--- src/rtl/arb_types.sv ---
// Shared types and constants for the I/D memory port arbiter.
package arb_types;

    localparam int unsigned LINE_W   = 256;
    localparam int unsigned ADDR_W   = 32;
    localparam int unsigned OFFSET_W = 5;

    typedef enum logic [1:0] {
        ARB_IDLE,
        ARB_I_BUSY,
        ARB_D_BUSY
    } arb_state_t;

    typedef enum logic {
        GRANT_I = 1'b0,
        GRANT_D = 1'b1
    } grant_t;

    // Request as latched on a grant edge; drives the physical port.
    typedef struct packed {
        logic [ADDR_W-1:0] addr;
        logic              write;
        logic [LINE_W-1:0] wdata;
    } mem_req_t;

    function automatic logic [ADDR_W-1:0] line_align(input logic [ADDR_W-1:0] addr);
        return {addr[ADDR_W-1:OFFSET_W], OFFSET_W'(0)};
    endfunction

endpackage

--- src/rtl/mem_port_arbiter.sv ---
// Shares one physical memory port between the I-cache miss path and the
// D-cache miss/writeback path, round-robin on conflicts.
module mem_port_arbiter
    import arb_types::*;
(
    input  logic              clk,
    input  logic              rst,
    input  logic              i_read,
    input  logic [ADDR_W-1:0] i_addr,
    output logic              i_resp,
    output logic [LINE_W-1:0] i_rdata,
    input  logic              d_read,
    input  logic              d_write,
    input  logic [ADDR_W-1:0] d_addr,
    input  logic [LINE_W-1:0] d_wdata,
    output logic              d_resp,
    output logic [LINE_W-1:0] d_rdata,
    output logic              pmem_read,
    output logic              pmem_write,
    output logic [ADDR_W-1:0] pmem_address,
    output logic [LINE_W-1:0] pmem_wdata,
    input  logic [LINE_W-1:0] pmem_rdata,
    input  logic              pmem_resp
);

    arb_state_t state;
    arb_state_t state_nxt;
    grant_t     last_grant;
    mem_req_t   req_q;
    mem_req_t   req_nxt;
    logic       d_pend;

    // A simultaneous read+write from D is serviced as a write.
    assign d_pend = d_read | d_write;

    // State, round-robin flag and the latched request.
    always_ff @(posedge clk or posedge rst) begin
        if (rst) begin
            state      <= ARB_IDLE;
            last_grant <= GRANT_I;
            req_q      <= '0;
        end else begin
            state <= state_nxt;
            if (state == ARB_IDLE && state_nxt != ARB_IDLE) begin
                req_q      <= req_nxt;
                last_grant <= (state_nxt == ARB_D_BUSY) ? GRANT_D : GRANT_I;
            end
        end
    end

    // Grant selection in IDLE; completion on pmem_resp while busy.
    always_comb begin
        state_nxt     = state;
        req_nxt.addr  = line_align(i_addr);
        req_nxt.write = 1'b0;
        req_nxt.wdata = d_wdata;
        case (state)
            ARB_IDLE: begin
                if (d_pend && (!i_read || last_grant == GRANT_I)) begin
                    state_nxt     = ARB_D_BUSY;
                    req_nxt.addr  = line_align(d_addr);
                    req_nxt.write = d_write;
                end else if (i_read) begin
                    state_nxt = ARB_I_BUSY;
                end
            end
            ARB_I_BUSY, ARB_D_BUSY: begin
                if (pmem_resp) begin
                    state_nxt = ARB_IDLE;
                end
            end
            default: state_nxt = ARB_IDLE;
        endcase
    end

    // Port strobes decode from state; completion routed to the owner only.
    always_comb begin
        pmem_read    = 1'b0;
        pmem_write   = 1'b0;
        i_resp       = 1'b0;
        d_resp       = 1'b0;
        pmem_address = req_q.addr;
        pmem_wdata   = req_q.wdata;
        i_rdata      = pmem_rdata;
        d_rdata      = pmem_rdata;
        case (state)
            ARB_I_BUSY: begin
                pmem_read = 1'b1;
                i_resp    = pmem_resp;
            end
            ARB_D_BUSY: begin
                pmem_read  = ~req_q.write;
                pmem_write = req_q.write;
                d_resp     = pmem_resp;
            end
            default: ;
        endcase
    end

endmodule

--- config.mk ---
export PLATFORM = sky130hd
export DESIGN_NAME = mem_port_arbiter
export DESIGN_NICKNAME = d
export VERILOG_FILES = /design/src/rtl/arb_types.sv /design/src/rtl/mem_port_arbiter.sv
export SDC_FILE = /design/constraint.sdc
export NUM_CORES = 1
export LEC_CHECK = 0
export CAP_MARGIN = 20
export CORE_AREA = 8 8 526 528
export DETAILED_ROUTE_END_ITERATION = 16
export DIE_AREA = 0 0 534 536
export PLACE_DENSITY = 0.38
export SLEW_MARGIN = 0
export SYNTH_ARGS = -nofsm -noshare
export SYNTH_HDL_FRONTEND = slang
export SYNTH_SLANG_ARGS = --single-unit
--- constraint.sdc ---
create_clock -name clk -period 9.7 [get_ports clk]
set_input_delay 2.425 -clock clk [delete_from_list [all_inputs] [get_ports clk]]
set_output_delay 2.425 -clock clk [all_outputs]
set_load 0.05 [all_outputs]
==> results.md, run 1 <==
- Period utilisation layout: 0.657
- Placed wire-length estimate: 110,000 µm
- Antenna violations before repair: 101
- CP Class: primary input to output port
- First-pass GRT wire length: 151,000 µm
- Final WL: 127,000 µm
- Cells on Worst Hold Path: 1
- Area grow syn2layout: 33.9%
- Share of post-route cells with drive strength above 1: 0.298
- Hold-fix buffers at CTS: 0
- Vias after detailed routing: 9,559
- Sequential element share of the synthesized area: 0.417
- Area leader, netlist: dfrtp_1
- CP Data Arrival Time: 3950 ps
- Hold Fails Final Rpt: 0
- Power density cells: 439 nW/µm²
- Post-CTS setup buffer count: 0
- Pleak: 7.78 nW
- Worst slew margin: 0.299
- Peak Freq: 0.157 GHz
- Clock buffer depth: 3
- Synth Area per Inst: 11.8 µm²
- Port Buffer Count: 602
- Distinct cells, synth: 25
- Largest net degree at the start of global routing: 121
- Die X: 534 µm
- Max Transition Viols Final: 0
- Worst Max-Slew Pin Slew: 1050 ps
- Residual DRC: 0
- Kind of end point of the critical path: output port
- Top cells by area, synth: dfrtp_1 (42%), buf_4 (35%), mux2_2 (20%)
- Most frequent cells in the layout: clkdlybuf4s50_1 (599), mux2_2 (310), dfrtp_1 (287), clkbuf_16 (44), clkbuf_1 (12)
- Routability cong.: 0.717
- Min Tclk post-route: 6370 ps
- Sequential Area: 7180 µm²
- Core area: 269,000 µm²
- Clock sinks: 287
- CTS root buffer: clkbuf_16
- Die height: 536 µm
- Clock latency on the worst-skew pair: 690 ps
- # fillers: 31,000
- Resized Gates After CTS: 0
- Multi-input gate area: 3720 µm²
- Via density: 1.94
- Startpoint Class: primary input
- FP Rows: 191
- Total congestion overflow: 0
- Clk_skew: 21.2 ps
- Syn. warnings: 0
- Dpl ws: 3330 ps
- Post-synth top area share: 0.417
- # IOs: 1,386
- Clock transition at path regs: 60 ps
- Setup-violating endpoint count in the final report: 0
- Peak VDD IR: 0.000276 V
- CTS Buf Count: 44
- Cells after Synth: 1,463
- RSZ-0062 raised after global routing: no
- Commonest non-fill, non-tap cell in the layout: clkdlybuf4s50_1
- Crit-path max FO: 4
- Final worst slack: 3330 ps
- Total Nets Final: 1,877
- Die Area: 286,000 µm²
- Detailed Route Iter0 Violations: 310
- FF+latch count, synth: 287
- DR WL/cell: 25.8 µm
- Post-Syn Area: 17,200 µm²
- TritonCTS clock tree: yes
- Hold Crit Class: flop to flop
- Initial Utilization: 0.0641
- DR pass1 iterations: 4
- Number of nets with antenna violations after routing: 0
- Fin Setup TNS: 0 ps
- Max Cap Violations: 0
- All-layer global routing usage: 0.0850
- Worst Path Required: 7280 ps
- H-Tree Depth: 2
- Outcome: complete, no violations
- Vias in the first global route: 10,500
- R2R cell count: 7
## path summary, 6_finish.rpt
check | slack, ps | to | start
setup / recovery | 3330 | d_resp | pmem_resp
hold / removal | 500 | pmem_wdata[100] | pmem_wdata[100]
setup reg to reg | 6370 | pmem_wdata[220] | state[0]
hold reg to reg | 500 | pmem_wdata[100] | pmem_wdata[100]
max in group asynchronous | 5590 | pmem_wdata[114] | rst
min in group asynchronous | 2090 | pmem_address[10] | rst
## where the power goes
part,switching (W),internal [W]
Sequential,0.000347,0.00185
Clock,0.000754,0.000980
Combinational,0.00409,0.00210
## Yosys cell counts
cell and instances:
nor2b_1 3, o211ai_1 1, mux2i_1 1, ha_1 4, and2_1 3, buf_2 3, buf_6 20, a31oi_4 1
or3b_1 1, o211a_1 1, conb_1 1, buf_1 1, nor2_1 2, nand2b_1 1, buf_4 809, nand2_1 2
o21ai_0 1, dfrtp_1 287, inv_1 4, clkbuf_1 1, mux2_2 310, o22a_1 1, a21oi_1 3, nand3b_1 1
nand3_1 1
## layout make-up
cell class                      count  area share
Sequential cell                   287       0.312
Timing Repair Buffer              612       0.266
Tap cell                         3570       0.194
Multi-Input combinational cell    342       0.161
Clock buffer                       63      0.0539
Clock inverter                     19     0.00999
Antenna cell                       25     0.00271
Inverter                            4    0.000814
## critical path, stage by stage
cell             delay (ps)
clkdlybuf4s50_1         540
and2_1                  160
clkdlybuf4s50_1         810
## state kept, by name, indices dropped and copies added (netlist names)
name,cells
pmem_wdata,256
pmem_address,27
state,2
req_q,1
last_grant,1
## through the flow
step / total power, W / hold slack (ps) / util / instances / cell area [µm²]
3_3_place_gp: 0.00859 / 490 / 0.0800 / 4815 / 21500
4_1_cts: 0.0105 / 506 / 0.0855 / 4897 / 23000
3_5_place_dp: 0.00858 / 494 / 0.0800 / 4815 / 21500
6_report: 0.0101 / 503 / 0.0857 / 4922 / 23100
5_1_grt: 0.0108 / 517 / 0.0855 / 4899 / 23000
2_1_floorplan: 0.00738 / 482 / - / 1467 / 17200
## kinds of logic (layout without fill, tap and decap cells)
group,after synthesis,in the layout,share of synthesized area
other,1,30,0.000218
muxes,311,311,0.203
DFF,287,287,0.417
adders and majority gates,4,4,0.00291
and+or+nand+nor,14,14,0.00465
buffers and inverters,838,698,0.368
AOI/OAI and AO/OA,8,8,0.00392
## routing by layer
layer | vias to the layer above | routed length (µm) | global-route usage
met5 | - | 153 | 0.00320
met4 | 8 | 5180 | 0.0293
met3 | 396 | 26800 | 0.0822
met2 | 1084 | 55000 | 0.131
met1 | 4411 | 40000 | 0.0781
li1 | 3660 | - | -
(Power assumes the default switching activity.)
==> inputs of run 2 (changes only) <==
==> constraint.sdc (replaced) <==
create_clock -name clk -period 5.3 [get_ports clk]
set_input_delay 1.325 -clock clk [delete_from_list [all_inputs] [get_ports clk]]
set_output_delay 1.325 -clock clk [all_outputs]
set_load 0.05 [all_outputs]
==> run 2 against run 1 <==
Effect of this change:
- global-route usage barely moved
- routed wire length down 0.19%
- critical path depth is the same
- sequential share of layout area down 0.19 points
- register-to-register slack worse by 4100 ps
- power rose by 84%
- critical path type unchanged
- clock power grew 87%
==> results.md, run 2 (same netlist as run 1, synthesis figures left out) <==
- Outcome: complete, no violations
- DR WL/cell: 25.8 µm
- Port Buffer Count: 602
- Clock latency on the worst-skew pair: 680 ps
- Area grow syn2layout: 34.7%
- Min Tclk post-route: 4160 ps
- # fillers: 31,000
- Die height: 536 µm
- Die X: 534 µm
- Pleak: 7.88 nW
- Share of post-route cells with drive strength above 1: 0.303
- Commonest non-fill, non-tap cell in the layout: clkdlybuf4s50_1
- Setup-violating endpoint count in the final report: 0
- Resized Gates After CTS: 0
- Clock sinks: 287
- RSZ-0062 raised after global routing: no
- All-layer global routing usage: 0.0848
- Most common cell on crit path: clkdlybuf4s50_1
- Max Transition Viols Final: 0
- DP Area: 21,600 µm²
- Power density cells: 802 nW/µm²
- CTS root buffer: clkbuf_16
- Finished Cell Area: 23,200 µm²
- Hold Fails Final Rpt: 0
- Largest net degree at the start of global routing: 80
- # IOs: 1,386
- Vias in the first global route: 10,500
- Placed wire-length estimate: 111,000 µm
- Clk_skew: 27.4 ps
- Period utilisation layout: 0.785
- Post-CTS setup buffer count: 0
- Worst slew margin: 0.311
- Final WL: 127,000 µm
- Worst Path Required: 3970 ps
- Cell breakdown of the critical path: clkdlybuf4s50_1 -> and2_1 -> clkdlybuf4s50_1
- Top delay family on crit path: buffers and inverters
- Total congestion overflow: 0
- Crit-path max FO: 4
- Startpoint Class: primary input
- Peak Freq: 0.240 GHz
- Residual DRC: 0
- Antenna violations before repair: 100
- Clock buffer depth: 3
- Peak VDD IR: 0.000362 V
- TritonCTS clock tree: yes
- Max Cap Violations: 0
- H-Tree Depth: 2
- Dpl ws: 1130 ps
- Initial Utilization: 0.0641
- CP peak stage delay: 820 ps
- CP max-delay cell: clkdlybuf4s50_1
- Number of nets with antenna violations after routing: 0
- Max FFs per register: 256
- Hold Crit Class: flop to flop
- Kind of end point of the critical path: output port
- Final worst slack: 1140 ps
- Most frequent cells in the layout: clkdlybuf4s50_1 (599), mux2_2 (310), dfrtp_1 (287), clkbuf_16 (47), buf_4 (14)
- Detailed Route Iter0 Violations: 362
- Clock transition at path regs: 50 ps
- Via density: 1.94
- CP Class: primary input to output port
- CTS Buf Count: 46
- Hold_ws: 504 ps
- Worst Max-Slew Pin Slew: 1030 ps
- CP Data Arrival Time: 2830 ps
- Die Area: 286,000 µm²
- DR pass1 iterations: 4
- Core area: 269,000 µm²
- CP bufs+invs: 2
- FP Rows: 191
- Routability cong.: 0.701
- Hold-fix buffers at CTS: 0
- First-pass GRT wire length: 151,000 µm
- Vias after detailed routing: 9,558
- Total Nets Final: 1,886
- Fin Setup TNS: 0 ps
==> run 2: cell type report <==
cell class | count | area, µm² | area share
antenna | 19 | 47.5 | 0.00205
clock buffer | 66 | 1310 | 0.0564
clock inverter | 20 | 231 | 0.00998
inverter | 4 | 18.8 | 0.000809
multi-input combinational | 342 | 3720 | 0.160
sequential | 287 | 7180 | 0.310
tap | 3570 | 4470 | 0.193
timing repair buffer | 619 | 6220 | 0.268
==> run 2: routing by layer <==
layer | up-vias | part of all wire | GRT usage
li1 | 3667 | - | -
met4 | 12 | 0.047 | 0.0349
met1 | 4377 | 0.30 | 0.0742
met5 | - | 0.0014 | 0.00304
met3 | 424 | 0.22 | 0.0861
met2 | 1078 | 0.43 | 0.129
==> run 2: path summary, 6_finish.rpt <==
path                            startpoint         endpoint  slack [ps]  cells past startpoint
max                              pmem_resp           i_resp        1140                      3
min                        pmem_wdata[192]  pmem_wdata[192]         500                      1
min in group asynchronous              rst  pmem_address[9]        1180                      2
max reg2reg                       state[0]  pmem_wdata[117]        2260                      8
min reg2reg                pmem_wdata[192]  pmem_wdata[192]         500                      1
max in group asynchronous              rst  pmem_wdata[187]        3030                      3
==> run 2: power by group <==
part	switching [W]	internal [W]
Combinational	0.00746	0.00388
Sequential	0.000641	0.00338
Clock	0.00132	0.00191
==> run 2: metrics by stage <==
step	total power, W	cells	utilization
4_1_cts	0.0192	4908	0.0861
6_report	0.0186	4927	0.0863
3_5_place_dp	0.0157	4822	0.0804
5_1_grt	0.0198	4909	0.0861
2_1_floorplan	0.0135	1467	-
3_3_place_gp	0.0157	4822	0.0804
==> inputs of run 3 (changes only) <==
==> constraint.sdc (replaced) <==
create_clock -name clk -period 3.5 [get_ports clk]
set_input_delay 0.875 -clock clk [delete_from_list [all_inputs] [get_ports clk]]
set_output_delay 0.875 -clock clk [all_outputs]
set_load 0.05 [all_outputs]
==> run 3 against run 2 <==
Effect of this change:
- first-iteration DRC count is 17% lower
- combinational power is 53% higher
- critical path depth is 2 lower
==> results.md, run 3 (same netlist as run 1, synthesis figures left out) <==
- Peak VDD IR: 0.000538 V
- FP Rows: 191
- Fin Setup TNS: 0 ps
- Vias after detailed routing: 9,520
- Share of post-route cells with drive strength above 1: 0.340
- Setup-violating endpoint count in the final report: 0
- Max Transition Viols Final: 0
- Initial Utilization: 0.0641
- Cell breakdown of the critical path: clkdlybuf4s50_1
- Worst Path Required: 2620 ps
- CP max-delay cell: clkdlybuf4s50_1
- TritonCTS clock tree: yes
- Hold Crit Class: flop to flop
- Hold Fails Final Rpt: 0
- Clock buffer depth: 3
- Min Tclk post-route: 3130 ps
- Hold-fix buffers at CTS: 0
- Top delay family on crit path: buffers and inverters
- Port Buffer Count: 602
- Max FFs per register: 256
- Die height: 536 µm
- Antenna violations before repair: 92
- Largest net degree at the start of global routing: 70
- Total congestion overflow: 0
- Detailed Route Iter0 Violations: 299
- Residual DRC: 0
- Post-Layout Cell Count: 4,927
- First-pass GRT wire length: 151,000 µm
- Via density: 1.93
- Area grow syn2layout: 34.7%
- DR pass1 iterations: 4
- Clock latency on the worst-skew pair: 680 ps
- CP Class: flop to output port
- Period utilisation layout: 0.896
- Routability cong.: 0.741
- Post-CTS setup buffer count: 0
- Power density cells: 1210 nW/µm²
- Commonest non-fill, non-tap cell in the layout: clkdlybuf4s50_1
- Placed cell count: 4,837
- Worst slew margin: 0.347
- Total Nets Final: 1,898
- Die X: 534 µm
- Worst Max-Slew Pin Slew: 976 ps
- DR WL/cell: 25.6 µm
- Final WL: 126,000 µm
- Kind of end point of the critical path: output port
- CTS root buffer: clkbuf_16
- All-layer global routing usage: 0.0844
- Outcome: complete, no violations
- Most frequent cells in the layout: clkdlybuf4s50_1 (560), mux2_2 (310), dfrtp_1 (287), buf_4 (61), clkbuf_16 (43)
- CP bufs+invs: 1
- Clock sinks: 287
- Die Area: 286,000 µm²
- Clk_skew: 36.7 ps
- Vias in the first global route: 10,700
- CP peak stage delay: 1150 ps
- Placed wire-length estimate: 112,000 µm
- Pleak: 7.98 nW
- # fillers: 31,000
- Crit-path max FO: 2
- CP Data Arrival Time: 2260 ps
- Clock transition at path regs: 70 ps
- Core area: 269,000 µm²
- Startpoint Class: flop
- Peak Freq: 0.319 GHz
- RSZ-0062 raised after global routing: no
- Resized Gates After CTS: 0
- H-Tree Depth: 2
- CTS Buf Count: 43
- Max Cap Violations: 0
- # IOs: 1,386
- Number of nets with antenna violations after routing: 0
run 3: cell count changes in the layout (fill, tap and decap cells not counted), sizes merged, moves of 2 or more:
| cell | previous run | this run |
|---|---|---|
| buf | 20 | 74 |
| clkbuf | 66 | 57 |
| inv | 5 | 7 |
| clkdlybuf4s50 | 599 | 560 |
| diode | 19 | 14 |
run 3: area by class of cell:
| class | count | area [µm²] | area share |
|---|---|---|---|
| timing repair buffer | 634 | 6320 | 0.273 |
| clock buffer | 57 | 1220 | 0.0525 |
| clock inverter | 19 | 235 | 0.0101 |
| tap | 3570 | 4470 | 0.193 |
| multi-input combinational | 342 | 3720 | 0.160 |
| antenna | 14 | 35.0 | 0.00151 |
| sequential | 287 | 7180 | 0.310 |
| inverter | 4 | 18.8 | 0.000809 |
run 3: worst paths after layout:
path                                       from  cells after the start              end  slack (ps)
worst max-delay path             pmem_wdata[81]                      1   pmem_wdata[81]         370
max in group asynchronous                   rst                      4  pmem_wdata[252]        2020
worst min-delay path            pmem_wdata[109]                      1  pmem_wdata[109]         500
worst max register to register         state[0]                      8  pmem_wdata[178]         800
worst min register to register  pmem_wdata[109]                      1  pmem_wdata[109]         500
min in group asynchronous                   rst                      3   pmem_wdata[66]         830
run 3: worst register-to-register path: stages (launching register included):
cell and delay [ps]:
dfrtp_1 430, inv_1 100, ha_1 230, or3b_1 370
o211a_1 270, a31oi_4 290, buf_12 230, buf_12 300
mux2_2 370
run 3: where the power goes:
group / internal, W / switching [W] / total [W]
combinational: 0.00608 / 0.0112 / 0.0173
sequential: 0.00512 / 0.00112 / 0.00624
clock: 0.00268 / 0.00189 / 0.00458
run 3: through the flow:
stage / worst slack (ps) / utilization / power [W] / instance area (µm²) / hold WS, ps
final: 366 / 0.0863 / 0.0281 / 23200 / 505
after detailed placement: 186 / 0.0807 / 0.0241 / 21700 / 494
after CTS: 286 / 0.0862 / 0.0291 / 23200 / 507
after global routing: 264 / 0.0862 / 0.0299 / 23200 / 517
after global placement: 165 / 0.0807 / 0.0241 / 21700 / 491
after floorplan: -1180 / - / 0.0205 / 17200 / 482
run 3: layer usage:
layer	vias up	part of all wire	GRT usage	wire, µm
met5	-	0.0017	0.00304	215
met3	412	0.21	0.0781	25900
met2	1082	0.44	0.132	55300
met1	4346	0.31	0.0773	39700
met4	16	0.040	0.0315	5030
li1	3664	-	-	-
